--- config.mk ---
export PLATFORM = sky130hd
export DESIGN_NAME = inst_fetch
export DESIGN_NICKNAME = d
export VERILOG_FILES = /design/src/rtl/inst_fetch.sv
export SDC_FILE = /design/constraint.sdc
export NUM_CORES = 1
export LEC_CHECK = 0
export BUFFER_PORTS_ARGS = -buffer_cell sky130_fd_sc_hd__buf_2
export CORE_MARGIN = 1
export CORE_UTILIZATION = 40
export CTS_CLUSTER_DIAMETER = 50
export DETAILED_ROUTE_END_ITERATION = 7
export MAX_ROUTING_LAYER = met4
export PLACE_DENSITY = 0.73
export SYNTH_ARGS = -nofsm -noshare
export SYNTH_HDL_FRONTEND = slang
export SYNTH_SLANG_ARGS = --single-unit
export TNS_END_PERCENT = 10
--- constraint.sdc ---
create_clock -name clk -period 1.9 [get_ports clk]
set_input_delay 0.095 -clock clk [delete_from_list [all_inputs] [get_ports clk]]
set_output_delay 0.095 -clock clk [all_outputs]
set_load 0.02 [all_outputs]
--- src/rtl/inst_fetch.sv ---
// Instruction fetch: walks the program counter, requests words from
// program memory and holds each one for decode until it is consumed.
//
// Ports:
//   clk, reset (sync, active-low), run (fetch enable)
//   mem_req/mem_addr/mem_ack/mem_data : program memory read port
//   inst_reg/inst_valid               : instruction presented to decode
//   exec_done/jump/jump_addr/skip     : consumption and pc redirect
//   pc                                : current program counter
module inst_fetch #(
  parameter int PC_W = 13,
  parameter int INST_W = 8,
  parameter logic [PC_W-1:0] RESET_VECTOR = '0
) (
  input  logic              clk,
  input  logic              reset,
  input  logic              run,
  output logic              mem_req,
  output logic [PC_W-1:0]   mem_addr,
  input  logic              mem_ack,
  input  logic [INST_W-1:0] mem_data,
  output logic [INST_W-1:0] inst_reg,
  output logic              inst_valid,
  input  logic              exec_done,
  input  logic              jump,
  input  logic [PC_W-1:0]   jump_addr,
  input  logic              skip,
  output logic [PC_W-1:0]   pc
);

  typedef enum logic [1:0] {
    IDLE  = 2'd0,
    FETCH = 2'd1,
    HOLD  = 2'd2
  } state_t;

  state_t state_q, state_d;

  logic [PC_W-1:0]   pc_q, pc_d;
  logic [INST_W-1:0] inst_q, inst_d;

  always_ff @(posedge clk) begin
    if (!reset) begin
      state_q <= IDLE;
      pc_q    <= RESET_VECTOR;
      inst_q  <= '0;
    end else begin
      state_q <= state_d;
      pc_q    <= pc_d;
      inst_q  <= inst_d;
    end
  end

  // Inputs that do not belong to the current state are simply
  // never looked at, so spurious pulses cannot move any state.
  always_comb begin
    state_d = state_q;
    pc_d    = pc_q;
    inst_d  = inst_q;
    unique case (state_q)
      IDLE: begin
        if (run) state_d = FETCH;
      end
      FETCH: begin
        // run is ignored here: an issued request always completes
        if (mem_ack) begin
          inst_d  = mem_data;
          state_d = HOLD;
        end
      end
      HOLD: begin
        if (exec_done) begin
          state_d = run ? FETCH : IDLE;
          // jump wins over skip; sums wrap modulo 2^PC_W
          if (jump)      pc_d = jump_addr;
          else if (skip) pc_d = pc_q + PC_W'(2);
          else           pc_d = pc_q + PC_W'(1);
        end
      end
      default: state_d = IDLE;
    endcase
  end

  assign mem_req    = (state_q == FETCH);
  assign inst_valid = (state_q == HOLD);
  assign mem_addr   = pc_q;
  assign pc         = pc_q;
  assign inst_reg   = inst_q;

endmodule
==> flow_summary.yaml, run 1 <==
global_route:
  grt_start_max_net_pins: 32
  grt_overflow_total: 0
  grtUsageTotal: 0.2132
  first_global_vias: 1364
  first_pass_grt_wire_length_microns: 5809
  antenna_found_initial: 0
routing:
  drt_iter0_markers: 119
  ant_nets: 0
  drt_wl_total_microns: 3679
  detailroute.via_count: 1539
  detail_route.first_pass.iterations: 4
  vias_per_cell: 5.307
  drt_drc_violations_left: 0
  post_drt_wl_per_cell_microns: 12.69
die:
  die_area_sq_mm: 0.003705
  dieWidth_microns: 60.87
  floorplan.core_area_sq_mm: 0.003337
  num_io_pins: 64
  number_of_core_rows: 21
  initial_core_util: 0.4154
  die_y_microns: 60.87
place:
  dpl-instance-area_sq_mm: 0.001723
  detailedPlace.worstSlack_ns: 0.05435
  hpwlAfterDp_microns: 2615
  port-buffer-count: 63
  finalWeightedCongestion: 0.8523
clock_tree:
  clock_tree_from_tritoncts: "built"
  cts_root_buf: "sky130_fd_sc_hd__clkbuf_4"
  worst_setup_hold_path_clk_slew_ns: 0.13
  cts_sinks: 23
  max-clock-path-buffers: 2
  clk-insertion-delay-late_ns: 0.31
  cts-buffers-inserted: 3
  htree_levels: 1
yosys:
  synth_warnings: 0
  ys_seq_area_frac: 0.3321
  synth.distinct_cells: 33
  synth_area_leader_cell: "sky130_fd_sc_hd__dfxtp_1"
  flops_latches_synth: 23
  synthesis.area_sq_mm: 0.001386
  yosys.area.top_type_share: 0.3321
  synth.net_count: 213
  postSynthAreaPerCell_sq_um: 7.617
  synthCells: 182
  synthTopCellsByArea: "sky130_fd_sc_hd__dfxtp_1, sky130_fd_sc_hd__a21oi_1, sky130_fd_sc_hd__buf_4"
outcome:
  run_status: "finished clean"
layout:
  design.final.nets: 276
  area_delta_synth_final_pct: 28.79
  final_cell_mix: "sky130_fd_sc_hd__buf_2, sky130_fd_sc_hd__nand2_1, sky130_fd_sc_hd__a21oi_1"
  total_inserted_antenna_cells: 0
  final_core_utilization: 0.5351
  largest_register_ffs: 13
  final_cell_area_sq_mm: 0.001785
  most_frequent_standard_cell_in_the_layout_excluding_fill_and_tap_cells: "sky130_fd_sc_hd__buf_2"
  layout-drive-gt1-share: 0.3607
sta:
  rsz0062_at_grt: "false"
  worst-slew-pin-transition_ns: 0.5124
  worst_hold_margin_ns: 0.01401
  maxSlewHeadroom: 0.6584
  slew_viol_final: 0
  worst_clock_skew_ns: 0.001618
  max_freq_mhz: 548.6
  final_critical_path_setup_slack_ns: 0.07721
  totalNegativeSetupSlack_ns: 0
  finish_stage_setup_viols: 0
  timing.final.hold_violations: 0
  layout_worst_path_cycle_share: 0.9594
  period_needed_ns: 1.823
critical_path:
  worst_ep_arrival_time_ns: 2.07
  startpoint_type_of_the_worst_setup_path: "register"
  end_kind: "register"
  path_max_fanout: 4
  worst_ep_required_time_ns: 2.15
  critical_path_class: "register to register"
pwr:
  power_per_cell_area_mw_per_mm2: 508.8
  vdd_ir_drop_max_uv: 292.9
  total_leakage_power_nw: 0.7960
hold_path:
  worstHoldPathType: "input port to register"
flow_run:
  cap_viol_max_count: 0
path summary, 6_finish.rpt:
| path | startpoint | end | slack (ns) | depth (start not counted) |
|---|---|---|---|---|
| worst max-delay path | mem_addr[1] | mem_addr[11] | 0.08 | 6 |
| worst min-delay path | mem_data[3] | inst_reg[3] | 0.01 | 3 |
| worst max register to register | mem_addr[1] | mem_addr[11] | 0.08 | 6 |
| worst min register to register | inst_reg[2] | inst_reg[2] | 0.47 | 2 |
kinds of logic (layout without fill, tap and decap cells):
kind of cell	after synthesis	in the layout	synth area share
AO/OA/AOI/OAI	44	44	0.1977
adder cells (fa/ha/maj)	3	3	0.02708
buffers and inverters	28	90	0.1164
flip-flops	23	23	0.3321
multiplexers	6	6	0.04422
AND/OR/NAND/NOR	78	78	0.2825
stage by stage:
step,std cells,power (mW)
after floorplan,182,0.6181
after global placement,282,0.6792
after detailed placement,282,0.6812
after CTS,286,0.9147
after global routing,290,0.9599
final,290,0.9084
power by group:
part / switching, mW / leakage (nW) / total, mW / internal (mW)
logic: 0.0976 / 0.591 / 0.165 / 0.0679
clock network: 0.156 / 0.0177 / 0.234 / 0.0787
registers: 0.0127 / 0.188 / 0.509 / 0.496
total: 0.266 / 0.796 / 0.908 / 0.642
routing by layer:
metal / routed length (microns) / GRT usage / share of wire
met3: 256 / 0.01919 / 0.070
met1: 1712 / 0.2772 / 0.47
met2: 1686 / 0.3485 / 0.46
met4: 23 / 0.06818 / 0.0063
met5: 0 / - / 0
worst max-delay path, cell delays in order, from the launching register on:
cell and delay (ns):
sky130_fd_sc_hd__dfxtp_4 0.38, sky130_fd_sc_hd__buf_4 0.12, sky130_fd_sc_hd__ha_1 0.16, sky130_fd_sc_hd__nand2_1 0.09
sky130_fd_sc_hd__a2111o_1 0.44, sky130_fd_sc_hd__or4_1 0.41, sky130_fd_sc_hd__a31oi_1 0.16
synthesized netlist by cell type:
master                      number
sky130_fd_sc_hd__nand3_1        14
sky130_fd_sc_hd__nand4_1         3
sky130_fd_sc_hd__o32ai_1         2
sky130_fd_sc_hd__buf_6           1
sky130_fd_sc_hd__a311oi_1        1
sky130_fd_sc_hd__a21oi_1        22
sky130_fd_sc_hd__o21ai_0         5
sky130_fd_sc_hd__nand3b_1        3
sky130_fd_sc_hd__mux2i_1         5
sky130_fd_sc_hd__a2111o_1        2
sky130_fd_sc_hd__ha_1            3
sky130_fd_sc_hd__buf_1           1
sky130_fd_sc_hd__clkinv_1        1
sky130_fd_sc_hd__nor2b_1         6
sky130_fd_sc_hd__inv_1           5
sky130_fd_sc_hd__o2111ai_1       1
sky130_fd_sc_hd__mux2_2          1
sky130_fd_sc_hd__buf_4          13
sky130_fd_sc_hd__nand2b_1        2
sky130_fd_sc_hd__a2bb2oi_1       1
sky130_fd_sc_hd__o221a_2         1
sky130_fd_sc_hd__o221ai_1        1
sky130_fd_sc_hd__dfxtp_1        23
sky130_fd_sc_hd__a31oi_1         6
sky130_fd_sc_hd__nand2_1        26
sky130_fd_sc_hd__nor3_1          9
sky130_fd_sc_hd__or4_1           3
sky130_fd_sc_hd__clkbuf_1        7
sky130_fd_sc_hd__o31ai_1         2
sky130_fd_sc_hd__nor4_1          3
sky130_fd_sc_hd__nor2_1          5
sky130_fd_sc_hd__and3_1          3
sky130_fd_sc_hd__and3b_1         1
layout make-up:
type	instances	area [sq um]
inverters	6	22.52
well taps	46	57.56
flip-flops and latches	23	465.4
multi-input cells	131	767.0
repair buffers	80	445.4
fillers	358	1551
clock buffers	3	22.52
clock inverters	1	5.005
timing repair:
action,4_1_cts,5_1_grt
endpoints found under the hold margin,0,1
setup endpoints to repair,0,1
buffers inserted,0,3
resized for setup,0,1
hold buffers,0,1
No activity file was read; power rests on OpenSTA's default activity.
==> run 2, diff against run 1 <==
Settings changed: CORE_UTILIZATION 40 to 42, GPL_TIMING_DRIVEN from default to 0, PLACE_DENSITY 0.73 to 0.76.
==> run 2 against run 1 <==
Effect of this change:
- worst hold slack improved by 0.0046 ns
- clock power barely moved
- wire length fell by 0.95%
- clock-buffer cell count did not move
==> flow_summary.yaml, run 2 (synthesis results as in run 1) <==
global_route:
  first_pass_grt_wire_length_microns: 5595
  first_global_vias: 1203
  grtUsageTotal: 0.2119
  antenna_found_initial: 0
  grt_overflow_total: 0
  grt_start_max_net_pins: 14
die:
  num_io_pins: 64
  floorplan.core_area_sq_mm: 0.003103
  die_y_microns: 59.45
  number_of_core_rows: 20
  dieWidth_microns: 59.45
  die_area_sq_mm: 0.003534
  initial_core_util: 0.4468
clock_tree:
  htree_levels: 1
  worst_setup_hold_path_clk_slew_ns: 0.13
  clk-insertion-delay-late_ns: 0.32
  cts_sinks: 23
  cts-buffers-inserted: 3
  cts_root_buf: "sky130_fd_sc_hd__clkbuf_4"
  clock_tree_from_tritoncts: "built"
  max-clock-path-buffers: 2
place:
  hpwlAfterDp_microns: 2619
  port-buffer-count: 61
  finalWeightedCongestion: 0.8220
  total_placed_cells_including_tap_cells: 287
layout:
  filler_cell_count: 316
  total_inserted_antenna_cells: 0
  largest_register_ffs: 13
  design.final.nets: 285
  layout-drive-gt1-share: 0.3597
  final_cell_mix: "sky130_fd_sc_hd__buf_2, sky130_fd_sc_hd__nand2_1, sky130_fd_sc_hd__a21oi_1"
  final_core_utilization: 0.5976
  area_delta_synth_final_pct: 33.75
  most_frequent_standard_cell_in_the_layout_excluding_fill_and_tap_cells: "sky130_fd_sc_hd__buf_2"
  instances_no_fill: 297
flow_run:
  cap_viol_max_count: 0
routing:
  drt_iter0_markers: 48
  detailroute.via_count: 1547
  ant_nets: 0
  drt_wl_total_microns: 3644
  detail_route.first_pass.iterations: 4
  drt_drc_violations_left: 0
  post_drt_wl_per_cell_microns: 12.27
  vias_per_cell: 5.209
pwr:
  vdd_ir_drop_max_uv: 276.4
  total_leakage_power_nw: 0.8187
  finalPower_uw: 909.7
  power_per_cell_area_mw_per_mm2: 490.6
critical_path:
  startpoint_type_of_the_worst_setup_path: "register"
  critical_path.reg2reg.endpoint: "mem_addr[11]"
  reg2reg_slack_ns: 0.04
  worst_ep_arrival_time_ns: 2.10
  end_kind: "register"
  worst_ep_required_time_ns: 2.14
  reg2reg_from: "mem_addr[2]"
  reg2reg_depth: 5
  path_max_fanout: 8
  critical_path_class: "register to register"
  setup_crit_end: "mem_addr[11]"
  worstSetupStartpoint: "mem_addr[2]"
sta:
  worst-slew-pin-transition_ns: 0.4980
  timing.final.hold_violations: 0
  layout_worst_path_cycle_share: 0.9766
  max_freq_mhz: 538.9
  period_needed_ns: 1.856
  rsz0062_at_grt: "false"
  worst_clock_skew_ns: 0.01138
  slew_viol_final: 0
  finish_stage_setup_viols: 0
  maxSlewHeadroom: 0.6680
outcome:
  run_status: "finished clean"
hold_path:
  worstHoldPathType: "input port to register"
-- run 2: changes by cell type in the layout (fill, tap and decap cells not counted), sizes merged --
cell and change:
dlygate4sd3 +2, clkbuf +7
-- run 2: final cells by class --
| class | instances | area [sq um] | area share |
|---|---|---|---|
| Buffer | 22 | 138.9 | 0.07490 |
| Clock buffer | 3 | 22.52 | 0.01215 |
| Tap cell | 44 | 55.05 | 0.02969 |
| Multi-Input combinational cell | 131 | 780.7 | 0.4211 |
| Timing Repair Buffer | 67 | 357.8 | 0.1930 |
| Sequential cell | 23 | 471.7 | 0.2544 |
| Clock inverter | 1 | 5.005 | 0.002699 |
| Inverter | 6 | 22.52 | 0.01215 |
-- run 2: through the flow --
step                      area [sq um]  hold WS, ns  setup slack, ns  TNS (ns)
after floorplan                   1391       0.2228         0.002470         0
after global placement            1752       0.3460         -0.06388  -0.06469
final                             1854      0.01861          0.04440         0
after detailed placement          1752       0.3544         -0.07822  -0.07883
after CTS                         1800      0.01761         0.001469         0
after global routing              1854     0.007989         0.001117         0
-- run 2: worst max-delay path: stages (launching register included) --
cell                       delay [ns]
sky130_fd_sc_hd__dfxtp_2         0.43
sky130_fd_sc_hd__ha_1            0.18
sky130_fd_sc_hd__nand3b_1        0.14
sky130_fd_sc_hd__a2111o_1        0.46
sky130_fd_sc_hd__or4_1           0.41
sky130_fd_sc_hd__a31oi_1         0.17
-- run 2: layer usage --
| metal | vias up | wire (microns) | track usage | share of wire |
|---|---|---|---|---|
| li1 | 789 | - | - | - |
| met1 | 695 | 1700 | 0.2951 | 0.47 |
| met2 | 59 | 1693 | 0.3291 | 0.46 |
| met3 | 4 | 212 | 0.01965 | 0.058 |
| met4 | 0 | 38 | 0.05102 | 0.010 |
| met5 | - | 0 | - | 0 |
-- run 2: what timing repair did --
action	CTS	global route
hold buffers	0	3
endpoints found under the hold margin	0	3
setup buffers	0	3
pin swaps	0	1
gates resized for setup	6	1
setup endpoints to repair	2	1
-- run 2: how the worst min path moves through the flow --
stage / end / cells past startpoint / startpoint / slack [ns]
6_report: inst_reg[4] / 3 / mem_data[4] / 0.02
5_1_grt: inst_reg[4] / 3 / mem_data[4] / 0.008
4_1_cts: inst_reg[7] / 3 / mem_data[7] / 0.02
3_5_place_dp: inst_reg[7] / 3 / mem_data[7] / 0.35
3_3_place_gp: mem_addr[6] / 3 / jump_addr[6] / 0.35
2_1_floorplan: mem_addr[1] / 2 / reset / 0.22
-- run 2: where the power goes --
group          internal, mW  switching (mW)
logic                0.0718          0.0973
clock network        0.0788           0.152
registers             0.495          0.0151
total                 0.645           0.264
==> run 3, diff against run 2 <==
Settings changed: CELL_PAD_IN_SITES_DETAIL_PLACEMENT from default to 1, CELL_PAD_IN_SITES_GLOBAL_PLACEMENT from default to 2, CORE_UTILIZATION 42 to 22, CTS_CLUSTER_DIAMETER 50 to 150, CTS_CLUSTER_SIZE from default to 14, PLACE_DENSITY 0.76 to default, PLACE_DENSITY_LB_ADDON from default to 0.1.
==> run 3 against run 2 <==
Effect of this change:
- first-iteration DRC count grew 4.2%
- clock-buffer cell count is the same
- worst setup slack gained 0.0074 ns
- maximum frequency grew 0.40%
- cell area grew 3.9%
- cell count grew 10%
- via count grew 1.2%
- die area grew 87%
- utilization shrank 28 points
- worst hold slack gained 0.044 ns
- register-to-register slack is essentially flat
==> flow_summary.yaml, run 3 (synthesis results as in run 1) <==
pwr:
  total_leakage_power_nw: 0.8282
  power_per_cell_area_mw_per_mm2: 526.2
  finalPower_mw: 1.014
  vdd_ir_drop_max_uv: 227.3
layout:
  final_core_utilization: 0.3216
  area_delta_synth_final_pct: 38.99
  design.final.nets: 284
  most_frequent_standard_cell_in_the_layout_excluding_fill_and_tap_cells: "sky130_fd_sc_hd__buf_2"
  largest_register_ffs: 13
  total_inserted_antenna_cells: 0
  final_cell_mix: "sky130_fd_sc_hd__buf_2, sky130_fd_sc_hd__nand2_1, sky130_fd_sc_hd__a21oi_1"
  instances_no_fill: 327
  layout-drive-gt1-share: 0.3968
routing:
  drt_iter0_markers: 50
  post_drt_wl_per_cell_microns: 14.80
  ant_nets: 0
  vias_per_cell: 4.786
  drt_drc_violations_left: 0
  drt_wl_total_microns: 4841
  detail_route.first_pass.iterations: 4
  detailroute.via_count: 1565
global_route:
  first_global_vias: 1441
  grtUsageTotal: 0.1564
  grt_start_max_net_pins: 14
  grt_overflow_total: 0
  first_pass_grt_wire_length_microns: 7562
  antenna_found_initial: 0
critical_path:
  reg2reg_from: "mem_addr[1]"
  path_max_fanout: 5
  worstSetupStartpoint: "mem_addr[1]"
  critical_path_depth: 6
  critPathMaxStageDelay_ns: 0.41
  worst_ep_arrival_time_ns: 2.06
  end_kind: "register"
  reg2reg_slack_ns: 0.05
  worst_path_dominant_cell_family: "compound AO/OA/AOI/OAI gates"
  timing.critical_path.cells: "buf_12, ha_2, nand3b_1, a2111o_1, or4_1, a31oi_1"
  critical_path_class: "register to register"
  reg2reg_depth: 6
  crit_path_slowest_cell: "sky130_fd_sc_hd__a2111o_1"
  worst_ep_required_time_ns: 2.11
  timing.critical_path.buf_inv: 1
  critical_path.reg2reg.endpoint: "mem_addr[11]"
  startpoint_type_of_the_worst_setup_path: "register"
  setup_crit_end: "mem_addr[11]"
sta:
  rsz0062_at_grt: "true"
  worst_clock_skew_ns: 0.006371
  finish_stage_setup_viols: 0
  worst-slew-pin-transition_ns: 0.5465
  slew_viol_final: 0
  worst_hold_margin_ns: 0.06265
  timing.final.hold_violations: 0
  max_freq_mhz: 541.1
  layout_worst_path_cycle_share: 0.9727
  maxSlewHeadroom: 0.6357
  totalNegativeSetupSlack_ns: 0
  period_needed_ns: 1.848
place:
  port-buffer-count: 61
  hpwlAfterDp_microns: 3471
  total_placed_cells_including_tap_cells: 318
  finalWeightedCongestion: 0.6953
clock_tree:
  cts_root_buf: "sky130_fd_sc_hd__clkbuf_8"
  worst_setup_hold_path_clk_slew_ns: 0.10
  cts-buffers-inserted: 3
  htree_levels: 1
  cts_sinks: 23
  max-clock-path-buffers: 2
  clock_tree_from_tritoncts: "built"
  clk-insertion-delay-late_ns: 0.28
flow_run:
  cap_viol_max_count: 0
hold_path:
  worstHoldPathType: "input port to register"
  hold_depth: 3
die:
  initial_core_util: 0.2314
  dieWidth_microns: 81.38
  die_y_microns: 81.38
  num_io_pins: 64
  floorplan.core_area_sq_mm: 0.005991
  number_of_core_rows: 28
  die_area_sq_mm: 0.006623
outcome:
  run_status: "finished clean"
[run 3: changes by cell type in the layout (fill, tap and decap cells not counted), sizes merged]
cell / delta
buf: +2
dlygate4sd3: -3
[run 3: report_power, final]
| group | switching, mW | internal [mW] |
|---|---|---|
| clock | 0.186 | 0.147 |
| sequential | 0.0158 | 0.493 |
| combinational | 0.103 | 0.0693 |
[run 3: timing repair]
item,in CTS,in global routing
endpoints found under the hold margin,0,0
buffers inserted,2,3
resized for setup,7,9
hold buffers,0,0
pin swaps,0,4
setup endpoints to repair,2,2
[run 3: worst register-to-register path, delay by kind of cell (launching register included)]
| family | cells | cell delay [ns] |
|---|---|---|
| flip-flops | 1 | 0.39 |
| adder cells (fa/ha/maj) | 1 | 0.17 |
| buffers and inverters | 1 | 0.11 |
| AO/OA/AOI/OAI | 2 | 0.57 |
| AND/OR/NAND/NOR | 2 | 0.53 |
[run 3: per-stage QoR]
stage                     setup slack (ns)  instance area [sq um]
after global routing              -0.02589                   1927
after detailed placement           -0.1331                   1790
final                              0.05183                   1927
after CTS                         0.006313                   1887
after global placement             -0.1328                   1790
after floorplan                   0.002470                   1391
[run 3: layout make-up]
class	count	area, sq um
Buffer	22	140.1
Clock buffer	3	41.29
Clock inverter	1	5.005
Fill cell	768	4064
Inverter	6	22.52
Multi-Input combinational cell	131	790.8
Sequential cell	23	478.0
Tap cell	75	93.84
Timing Repair Buffer	66	355.3
[run 3: how the worst min path moves through the flow]
stage	slack (ns)	endpoint	start
floorplan	0.22	mem_addr[1]	reset
global placement	0.35	inst_reg[2]	mem_data[2]
detailed placement	0.36	inst_reg[2]	mem_data[2]
CTS	0.06	inst_reg[2]	mem_data[2]
global route	0.08	inst_reg[5]	mem_data[5]
finish	0.06	inst_reg[2]	mem_data[2]
[run 3: layer usage]
metal	up-vias	share of wire	GRT usage
met5	-	0	-
met3	4	0.054	0.02022
met2	42	0.43	0.2275
met1	727	0.51	0.2231
li1	792	-	-
met4	0	0.0070	0.04286
